`config.mk`:
```
export PLATFORM = sky130hd
export DESIGN_NAME = adder_4_arb
export DESIGN_NICKNAME = d
export VERILOG_FILES = /design/src/rtl/adder_arb_pkg.sv /design/src/rtl/adder_4_s.sv /design/src/rtl/adder_4_arb.sv
export SDC_FILE = /design/constraint.sdc
export NUM_CORES = 1
export LEC_CHECK = 0
export CORE_ASPECT_RATIO = 0.9
export CORE_MARGIN = 1
export CORE_UTILIZATION = 44
export DETAILED_ROUTE_END_ITERATION = 10
export HOLD_SLACK_MARGIN = 0.1
export PLACE_DENSITY = 0.78
export SYNTH_ARGS = -nofsm -noshare
export SYNTH_HDL_FRONTEND = slang
export SYNTH_SLANG_ARGS = --single-unit
```
`constraint.sdc`:
```
create_clock -name clk -period 2 [get_ports clk]
set_input_delay 0.4 -clock clk [delete_from_list [all_inputs] [get_ports clk]]
set_output_delay 0.4 -clock clk [all_outputs]
set_load 0.01 [all_outputs]
```
`src/rtl/adder_arb_pkg.sv`:
```
// Shared types and constants for the two-port add/sub arbiter.
`timescale 1ns/1ps
package adder_arb_pkg;

  localparam int ADD_W = 4;

  typedef enum logic {
    ST_IDLE = 1'b0,
    ST_EXEC = 1'b1
  } arb_state_t;

  localparam logic OP_ADD = 1'b0;
  localparam logic OP_SUB = 1'b1;

endpackage

```
`src/rtl/adder_4_s.sv`:
```
// Combinational 4-bit adder with carry-in and signed overflow flag.
`timescale 1ns/1ps
module adder_4_s
  import adder_arb_pkg::*;
(
  input  logic [ADD_W-1:0] a,
  input  logic [ADD_W-1:0] b,
  input  logic             cin,
  output logic [ADD_W-1:0] s,
  output logic             overflow
);

  // Overflow when both addends share a sign that the result does not.
  function automatic logic ovf_chk(input logic signed [ADD_W-1:0] x,
                                   input logic signed [ADD_W-1:0] y,
                                   input logic signed [ADD_W-1:0] r);
    return (x[ADD_W-1] == y[ADD_W-1]) && (r[ADD_W-1] != x[ADD_W-1]);
  endfunction

  logic signed [ADD_W-1:0] a_s;
  logic signed [ADD_W-1:0] b_s;
  logic signed [ADD_W-1:0] sum_s;

  assign a_s      = a;
  assign b_s      = b;
  assign sum_s    = a_s + b_s + $signed({{(ADD_W-1){1'b0}}, cin});
  assign s        = sum_s;
  assign overflow = ovf_chk(a_s, b_s, sum_s);

endmodule

```
`src/rtl/adder_4_arb.sv`:
```
// Two-requester arbiter sharing one adder_4_s; each requester owns a one-deep
// response slot, and a requester with a full slot is not eligible.
`timescale 1ns/1ps
module adder_4_arb
  import adder_arb_pkg::*;
#(
  parameter bit FAIR = 1'b1
) (
  input  logic             clk,
  input  logic             rst_n,
  input  logic             req0_valid,
  output logic             req0_ready,
  input  logic [ADD_W-1:0] req0_a,
  input  logic [ADD_W-1:0] req0_b,
  input  logic             req0_sub,
  input  logic             req1_valid,
  output logic             req1_ready,
  input  logic [ADD_W-1:0] req1_a,
  input  logic [ADD_W-1:0] req1_b,
  input  logic             req1_sub,
  output logic             rsp0_valid,
  input  logic             rsp0_ready,
  output logic [ADD_W-1:0] rsp0_s,
  output logic             rsp0_ovf,
  output logic             rsp1_valid,
  input  logic             rsp1_ready,
  output logic [ADD_W-1:0] rsp1_s,
  output logic             rsp1_ovf,
  output logic             busy
);

  arb_state_t       state_q, state_d;
  logic             busy_q, busy_d;
  logic             last_q, last_d;
  logic             own_q, own_d;
  logic [ADD_W-1:0] a_q, a_d;
  logic [ADD_W-1:0] b_q, b_d;
  logic             sub_q, sub_d;

  logic [1:0]       req_valid_w;
  logic [1:0]       req_sub_w;
  logic [1:0]       rsp_ready_w;
  logic [ADD_W-1:0] req_a_w [2];
  logic [ADD_W-1:0] req_b_w [2];
  logic [1:0]       rsp_vld_w;
  logic [1:0]       rsp_ovf_w;
  logic [ADD_W-1:0] rsp_s_w [2];

  logic [1:0]       elig;
  logic             gnt_any;
  logic             gnt_id;
  logic [1:0]       gnt_oh;

  logic [ADD_W-1:0] add_b;
  logic             add_cin;
  logic [ADD_W-1:0] add_s;
  logic             add_ovf;

  assign req_valid_w = {req1_valid, req0_valid};
  assign req_sub_w   = {req1_sub, req0_sub};
  assign rsp_ready_w = {rsp1_ready, rsp0_ready};
  assign req_a_w[0]  = req0_a;
  assign req_a_w[1]  = req1_a;
  assign req_b_w[0]  = req0_b;
  assign req_b_w[1]  = req1_b;

  // Eligibility looks at the registered slot state, so a drain and a new
  // request from the same side in one cycle still costs that cycle.
  always_comb begin
    elig    = req_valid_w & ~rsp_vld_w;
    gnt_any = (state_q == ST_IDLE) && (elig != 2'b00);
    if (elig == 2'b11) gnt_id = FAIR ? ~last_q : 1'b0;
    else               gnt_id = elig[1];
    gnt_oh  = 2'b00;
    if (gnt_any) gnt_oh = gnt_id ? 2'b10 : 2'b01;
  end

  assign req0_ready = gnt_oh[0];
  assign req1_ready = gnt_oh[1];

  // Subtraction as a + ~b + 1 through the shared adder.
  assign add_b   = (sub_q == OP_ADD) ? b_q : ~b_q;
  assign add_cin = (sub_q == OP_SUB);

  adder_4_s u_adder (
    .a        (a_q),
    .b        (add_b),
    .cin      (add_cin),
    .s        (add_s),
    .overflow (add_ovf)
  );

  always_comb begin
    state_d = state_q;
    last_d  = last_q;
    own_d   = own_q;
    a_d     = a_q;
    b_d     = b_q;
    sub_d   = sub_q;
    case (state_q)
      ST_IDLE: begin
        if (gnt_any) begin
          state_d = ST_EXEC;
          own_d   = gnt_id;
          last_d  = gnt_id;
          a_d     = req_a_w[gnt_id];
          b_d     = req_b_w[gnt_id];
          sub_d   = req_sub_w[gnt_id];
        end
      end
      ST_EXEC: state_d = ST_IDLE;
      default: state_d = ST_IDLE;
    endcase
    busy_d = (state_d == ST_EXEC);
  end

  // Last-grant pointer resets to 1 so requester 0 wins the first tie.
  always_ff @(posedge clk or negedge rst_n) begin
    if (!rst_n) begin
      state_q <= ST_IDLE;
      busy_q  <= 1'b0;
      last_q  <= 1'b1;
      own_q   <= 1'b0;
      a_q     <= '0;
      b_q     <= '0;
      sub_q   <= 1'b0;
    end else begin
      state_q <= state_d;
      busy_q  <= busy_d;
      last_q  <= last_d;
      own_q   <= own_d;
      a_q     <= a_d;
      b_q     <= b_d;
      sub_q   <= sub_d;
    end
  end

  assign busy = busy_q;

  for (genvar i = 0; i < 2; i++) begin : g_slot
    localparam logic SLOT_ID = 1'(i);
    logic             vld_q, vld_d;
    logic             ovf_q, ovf_d;
    logic [ADD_W-1:0] s_q, s_d;
    logic             wr;

    always_comb begin
      wr    = (state_q == ST_EXEC) && (own_q == SLOT_ID);
      vld_d = vld_q;
      s_d   = s_q;
      ovf_d = ovf_q;
      if (vld_q && rsp_ready_w[i]) vld_d = 1'b0;
      if (wr) begin
        vld_d = 1'b1;
        s_d   = add_s;
        ovf_d = add_ovf;
      end
    end

    always_ff @(posedge clk or negedge rst_n) begin
      if (!rst_n) begin
        vld_q <= 1'b0;
        s_q   <= '0;
        ovf_q <= 1'b0;
      end else begin
        vld_q <= vld_d;
        s_q   <= s_d;
        ovf_q <= ovf_d;
      end
    end

    assign rsp_vld_w[i] = vld_q;
    assign rsp_s_w[i]   = s_q;
    assign rsp_ovf_w[i] = ovf_q;
  end

  assign rsp0_valid = rsp_vld_w[0];
  assign rsp1_valid = rsp_vld_w[1];
  assign rsp0_s     = rsp_s_w[0];
  assign rsp1_s     = rsp_s_w[1];
  assign rsp0_ovf   = rsp_ovf_w[0];
  assign rsp1_ovf   = rsp_ovf_w[1];

endmodule

```
==> results.md <==
Outcome:
- The run finished with clean final reports.

Global route:
- The initial antenna violation count is 0.
- The all-layer global routing usage is 18.6%.
- The sum of overflow across all layers after global routing is 0.
- The via count of the first global-routing pass was approximately 850.
- The global-route wire length before repair is roughly 3600 um.
- The largest net degree at the start of global routing is 25.

Critical path:
- The largest single stage delay on the critical path is approximately 0.41 ns.
- The combined buffer and inverter count along the critical path is 3.
- Among cell families on the critical path, the largest total delay comes from buffers and inverters.
- The capture point of the worst reg-to-reg path is rsp1_ovf$_DFFE_PN0P_.
- The length in cells of the worst reg-to-reg path is 6.
- In this run the worst setup path terminates at req0_ready.
- The element type at the critical path start is an input pin.
- The setup slack on the worst flop-to-flop path is between 0.2 and 0.3 ns.
- In this run the critical register-to-register path is launched from add_cin$_DFFE_PN0P_.
- The worst endpoint data arrival time is ~1.5 ns.
- The first element of the critical path is req1_valid.
- The critical path runs through a total of 6 cells.
- The cell at the slowest stage of the critical path is sky130_fd_sc_hd__clkdlybuf4s50_1.
- In this run the worst path has a maximum fanout of 2.
- The required time at the worst-slack endpoint is about 1.6 ns.
- STA classifies the critical path endpoint as an output pin.
- Traced cell by cell, the critical path runs through clkdlybuf4s50_1, nand2b_1, buf_4, nor2_1, nor3_2, clkbuf_2.
- The critical path in this run is classified as input pin to output pin.

Cells and area:
- The post-layout net count is ~170.
- The filler cell count is ~180.
- The proportion of layout cells with a drive suffix above 1 is 12.9%.
- The sequential cell area is ~600 um^2.
- The multi-input combinational cells in the finished layout cover a total of between 400 and 500 um^2.
- Measured on the finished design, the core utilization comes to between 60% and 70%.
- 0 antenna diodes ended up in the layout.
- Relative to the synthesized area, the layout overhead comes to 42.3%.

Timing:
- Based on the critical path, the design can be clocked at up to ~520 MHz.
- The setup skew after layout is around 0.0014 ns.
- In the post-route analysis, the smallest setup slack over all paths is 0.0819 ns.
- The minimum clock period is about 1.9 ns.
- Setup repair after global routing left no endpoint under its margin.
- The fraction of the cycle the final worst path needs is between 90% and 100%.
- The worst hold slack is approximately 0.43 ns.
- The number of pins with negative max-slew slack in the final report is 0.
- Measured against its own limit, the worst slew margin works out to around 80%.
- For the pin with the worst max-slew slack, the measured transition is ~0.32 ns.
- The setup-violating endpoint count in the final report is 0.
- The number of hold-slack violations in the final timing report is 0.

Synth:
- The number of instances in the synthesized netlist is 96.
- The largest total area in the synthesized netlist belongs to sky130_fd_sc_hd__dfrtp_1.
- The count of warnings emitted by yosys is 0.
- The number of distinct library cell variants in the gate-level netlist after synthesis is 27.
- Yosys attributes the largest share of cell area to sky130_fd_sc_hd__dfrtp_1 52%, sky130_fd_sc_hd__a221o_1 7.2%, sky130_fd_sc_hd__and2_0 3.9%.
- The sequential-to-total area share from yosys stat is a little over half.
- The flip-flop and latch count after synthesis is 24.
- Counting every net in the synthesized netlist gives between 100 and 150.
- The area of the mapped netlist is 1110 um^2.
- The synthesized area per cell is between 10 and 15 um^2.
- Summed over its instances, the top area cell type makes up ~52% of the synthesized netlist area.

Place:
- The final estimated routing congestion in global placement is ~0.72.
- The worst slack at placement is -0.273 ns.
- Port buffering added 38 buffers.
- The HPWL after detailed placement is about 1800 um.

Power and ir drop:
- The power per standard cell area is 1640 nW/um^2.
- The leakage power is between 0.0007 and 0.0008 uW.
- The highest ir drop seen on vdd is just under 1000 uV.
- The power consumption is 2590 uW.

Clocking:
- The clock passes through at most 2 buffers.
- CTS built an H-tree with a depth of 1.
- Clock latency on the worst-skew pair, taken at its later pin, is about 0.3 ns.
- TritonCTS built the clock tree.
- The clock tree root buffer cell is sky130_fd_sc_hd__clkbuf_4.
- Clock tree synthesis inserted a total of 3 buffers.
- The post-CTS setup-driven buffer insertion count is 0.
- The number of sinks on the clock net is 24.
- The CTS clock-pin slew for the worst setup and hold paths is roughly 0.13 ns.

Route:
- The post-detailed-route count of antenna-violating nets is 0.
- In the routed design, unresolved DRC markers number 0.
- Across all layers, the routed design uses 877 vias.
- Using the TritonRoute via totals, the vias-per-cell ratio works out to ~5.3.
- For this block, the routed nets add up to around 2300 um of wire.
- After detailed routing, the average wire length per cell comes to approximately 14 um.
- The detailed router finished its first iteration with 15 violations.
- For this run, the detailed router's first-pass iteration total came to 4.

Die:
- The die is 55.0 um wide.
- In this run the core area contains 16 standard-cell rows.
- The floorplan step defined a die boundary enclosing between 2000 and 3000 um^2.
- The core region is 2280 um^2.
- The count of boundary I/O pins is 39.
- For this configuration, the core starts out at a cell density of around half.
- In this run the vertical extent of the chip is around 50 um.

Worst hold path:
- The class of the worst hold path is input pin to asynchronous set/reset pin.

Flow run:
- Across the run, the number of max-cap violations was 0.
## metal layers
| layer | routed length, um | vias up | share of wire, % | global-route usage, % |
|---|---|---|---|---|
| li1 | - | 433 | - | - |
| met1 | 1040 | 408 | 45 | 22.0 |
| met2 | 1100 | 34 | 48 | 31.1 |
| met3 | 134 | 2 | 5.8 | 4.32 |
| met4 | 17 | 0 | 0.74 | 7.92 |
| met5 | 0 | - | 0 | 0 |
## sequential cells by signal (all words and copies together) (netlist names)
signal / cells
rsp1_valid: 1
own_q: 1
rsp1_ovf: 1
a_q: 4
rsp0_s: 4
last_q: 1
add_cin: 1
rsp1_s: 4
b_q: 4
rsp0_ovf: 1
busy: 1
rsp0_valid: 1
## repair_timing
item,in CTS,in global routing
gates resized for setup,3,4
endpoints found under the setup margin,2,2
cloned,0,0
hold buffers,0,0
## per-stage QoR
step / cell area [um^2] / cells / setup TNS, ns
after floorplan: 1110 / 96 / 0
after global placement: 1550 / 163 / -0.523
after detailed placement: 1550 / 163 / -0.533
after CTS: 1580 / 167 / 0
after global routing: 1580 / 167 / 0
final: 1580 / 167 / 0
## Yosys cell counts
master	n
sky130_fd_sc_hd__dfstp_2	1
sky130_fd_sc_hd__inv_1	5
sky130_fd_sc_hd__mux2i_1	2
sky130_fd_sc_hd__nand2_1	8
sky130_fd_sc_hd__a31oi_1	1
sky130_fd_sc_hd__a311oi_1	1
sky130_fd_sc_hd__dfrtp_1	23
sky130_fd_sc_hd__o21ai_1	3
sky130_fd_sc_hd__ha_1	2
sky130_fd_sc_hd__buf_2	2
sky130_fd_sc_hd__nor3_2	1
sky130_fd_sc_hd__nand2b_1	3
sky130_fd_sc_hd__xor2_2	1
sky130_fd_sc_hd__o21ai_0	6
sky130_fd_sc_hd__and2_0	7
sky130_fd_sc_hd__mux2_2	2
sky130_fd_sc_hd__xor2_1	3
sky130_fd_sc_hd__a221o_2	1
sky130_fd_sc_hd__a21oi_1	4
sky130_fd_sc_hd__a21o_1	2
sky130_fd_sc_hd__o2111a_1	1
sky130_fd_sc_hd__and2_1	2
sky130_fd_sc_hd__a221o_1	8
sky130_fd_sc_hd__nor2_1	2
sky130_fd_sc_hd__fa_1	1
sky130_fd_sc_hd__clkbuf_1	1
sky130_fd_sc_hd__xnor2_1	3
## cells by family (layout without fill, tap and decap cells)
kind of cell / Yosys count / count (layout) / share of synthesized area [%]
AOI/OAI and AO/OA: 27 / 27 / 17.8
buffers and inverters: 8 / 52 / 2.93
muxes: 4 / 4 / 3.83
adders and majority gates: 3 / 3 / 4.05
DFF: 24 / 24 / 54.2
and+or+nand+nor: 23 / 23 / 11.0
xor gates and xnor gates: 7 / 7 / 6.19
## power breakdown
part | switching [uW] | internal [uW] | total, uW
combinational | 661 | 747 | 1410
clock | 139 | 111 | 250
sequential | 195 | 733 | 928
## layout by cell type, fill, tap and decap left out
cell type / Yosys / routed
sky130_fd_sc_hd__clkdlybuf4s50_1: 0 / 36
sky130_fd_sc_hd__dfrtp_1: 23 / 23
sky130_fd_sc_hd__a221o_1: 8 / 8
sky130_fd_sc_hd__nand2_1: 8 / 8
sky130_fd_sc_hd__and2_0: 7 / 7
sky130_fd_sc_hd__o21ai_0: 6 / 6
sky130_fd_sc_hd__inv_1: 5 / 5
sky130_fd_sc_hd__buf_4: 0 / 5
sky130_fd_sc_hd__a21oi_1: 4 / 4
sky130_fd_sc_hd__xor2_1: 3 / 3
sky130_fd_sc_hd__nand2b_1: 3 / 3
sky130_fd_sc_hd__o21ai_1: 3 / 3
sky130_fd_sc_hd__xnor2_1: 3 / 3
sky130_fd_sc_hd__clkbuf_4: 0 / 3
sky130_fd_sc_hd__mux2i_1: 2 / 2
sky130_fd_sc_hd__nor2_1: 2 / 2
sky130_fd_sc_hd__mux2_2: 2 / 2
sky130_fd_sc_hd__and2_1: 2 / 2
sky130_fd_sc_hd__a21o_1: 2 / 2
sky130_fd_sc_hd__ha_1: 2 / 2
sky130_fd_sc_hd__clkbuf_2: 0 / 2
sky130_fd_sc_hd__nor3_2: 1 / 1
sky130_fd_sc_hd__a311oi_2: 0 / 1
sky130_fd_sc_hd__a221o_2: 1 / 1
sky130_fd_sc_hd__xor2_2: 1 / 1
sky130_fd_sc_hd__o2111a_1: 1 / 1
sky130_fd_sc_hd__a31oi_1: 1 / 1
sky130_fd_sc_hd__fa_1: 1 / 1
sky130_fd_sc_hd__clkbuf_8: 0 / 1
sky130_fd_sc_hd__dfstp_2: 1 / 1
## worst min-delay path by stage
stage,endpoint,slack [ns],depth (start not counted)
2_1_floorplan,a_q[0]$_DFFE_PN0P_,0.10,0
3_3_place_gp,rsp1_s[2]$_DFFE_PN0P_,0.46,2
3_5_place_dp,rsp1_s[0]$_DFFE_PN0P_,0.47,2
4_1_cts,rsp1_s[2]$_DFFE_PN0P_,0.43,2
5_1_grt,rsp1_s[2]$_DFFE_PN0P_,0.44,2
6_report,rsp1_s[2]$_DFFE_PN0P_,0.43,2
## layout make-up
type,instances,share of cell area [%]
Tap cell,27,2.14
Multi-Input combinational cell,64,30.5
Clock buffer,4,2.29
Timing Repair Buffer,43,25.8
Inverter,5,1.19
Sequential cell,24,38.1
No activity file was read; power rests on OpenSTA's default activity.
==> patch (same flow settings) <==
`ADD_W`: 4 -> 6.
--- a/src/rtl/adder_arb_pkg.sv
+++ b/src/rtl/adder_arb_pkg.sv
@@ -2,7 +2,7 @@
 `timescale 1ns/1ps
 package adder_arb_pkg;
 
-  localparam int ADD_W = 4;
+  localparam int ADD_W = 6;
 
   typedef enum logic {
     ST_IDLE = 1'b0,
Interface: changed (6 resized); port bits go from 39 to 51. No check against the original RTL was run, so the function may have changed too.
==> patch against the unedited design <==
The flow now finishes with violations (negative setup slack). Wire length grew 54%. Sequential power grew 34%. Area after synthesis grew 41%. Sequential cell count grew 8. Cell area grew 47%. Total power grew 68%. Setup slack lost 0.12 ns. Core utilization shrank 0.99 points.
==> patch: results <==
logic_synthesis:
  ys_seq_area_share_pct: 51.1
  synthTopCellsByArea: "dfrtp_1, a221o_1, and2_1, xor2_1, o21ai_0"
  yosys-top-cells-count: "dfrtp_1, nand2_1, a221o_1, and2_1, o21ai_0"
  ys_types: 35
  syn_nets: 181
outcome:
  violations: "negative setup slack"
  outcome: "complete, but fails checks"
clock_tree:
  clk_latency_ns: 0.28
  clock-root-buffer: "clkbuf_8"
  clk_pin_slew_worst_paths_ns: 0.06
  cts.htree.levels: 2
placed_design:
  dpl-instance-area_sq_um: 2160
  place.gp.congestion: 0.789
  io_buffer_count: 50
  dp_hpwl_um: 2660
hold_path:
  min_path_type: "flip-flop to flip-flop"
route:
  wl_per_cell_um: 13.9
  num_vias: 1325
  first_iter_violations: 60
finish:
  fin_nets: 246
  fin_util_pct: 68.3
  nFillCells: 279
  drive_gt1_share_pct: 17.6
  diodes: 0
global_routing:
  grt_max_degree: 33
  grt_pass1_wl_um: 6010
  grtUsageTotal_pct: 21.4
timing:
  max_slew_margin_pct: 73.4
  clock_skew_ns: 0.00268
  setup_viol: 3
  setup_ws_ns: -0.0421
power:
  ir_drop_mv: 0.697
  p_leak_nw: 1.03
  switching_share_pct: 39.2
critical_path:
  arrival_ns: 2.26
  worstRegToRegCells: 7
  crit_path_max_fanout: 5
-- patch: worst max path at each step --
stage	end	startpoint	slack, ns
after floorplan	rsp0_ovf	add_cin	-0.003
after global placement	req1_ready	req1_valid	-0.37
after detailed placement	req0_ready	req1_valid	-0.32
after CTS	rsp0_ovf	add_cin	-0.04
after global routing	rsp0_ovf	add_cin	-0.10
final	rsp1_s[5]	add_cin	-0.04
-- patch: cell type report --
| cell class | count | share of cell area, % |
|---|---|---|
| inverter | 6 | 0.969 |
| multi-input combinational | 99 | 32.1 |
| clock buffer | 8 | 3.88 |
| sequential | 32 | 34.6 |
| timing repair buffer | 65 | 26.2 |
| tap | 44 | 2.37 |
-- patch: routing by layer --
layer,wire length (um),vias to the layer above,track usage (%)
met2,1800,45,37.8
met5,0,-,0
met1,1480,621,24.4
met3,187,9,6.98
li1,-,650,-
met4,51,0,7.62
-- patch: what timing repair did --
item	4_1_cts	5_1_grt
gates resized for setup	7	10
setup buffers	5	0
endpoints found under the setup margin	6	9
pin swaps	4	2
-- patch: critical path, stage by stage, from the launching register on --
cell     delay [ns]
dfrtp_2        0.44
xor2_1         0.16
ha_1           0.34
nand2_2        0.07
o211a_1        0.22
buf_4          0.15
or4_4          0.53
nand3_2        0.07
-- patch: kinds of logic (layout without fill, tap and decap cells) --
kind of cell,after synthesis,count (layout),synth area share [%]
fa+ha+maj,5,5,4.46
simple gates,43,43,14.7
compound gates,41,41,20.0
xor+xnor,9,9,5.02
flops,32,32,51.1
buf+inv,13,79,4.06
mux,1,1,0.637
-- patch: power by group through the flow --
stage                     Sequential [mW]  Combinational (mW)  Clock, mW
after global routing                 1.28                2.89      0.532
after floorplan                      1.25                1.40          0
after global placement               1.22                2.20          0
after CTS                            1.23                2.53      0.503
after detailed placement             1.24                2.30          0
final                                1.24                2.62      0.493
-- patch: metrics by stage --
stage | TNS, ns | hold slack, ns | std cells | setup slack (ns)
global route | -0.411 | 0.515 | 254 | -0.100
finish | -0.0932 | 0.473 | 254 | -0.0421
global placement | -0.729 | 0.460 | 241 | -0.374
detailed placement | -0.824 | 0.469 | 241 | -0.320
CTS | -0.0872 | 0.483 | 254 | -0.0388
floorplan | -0.00437 | 0.104 | 144 | -0.00258
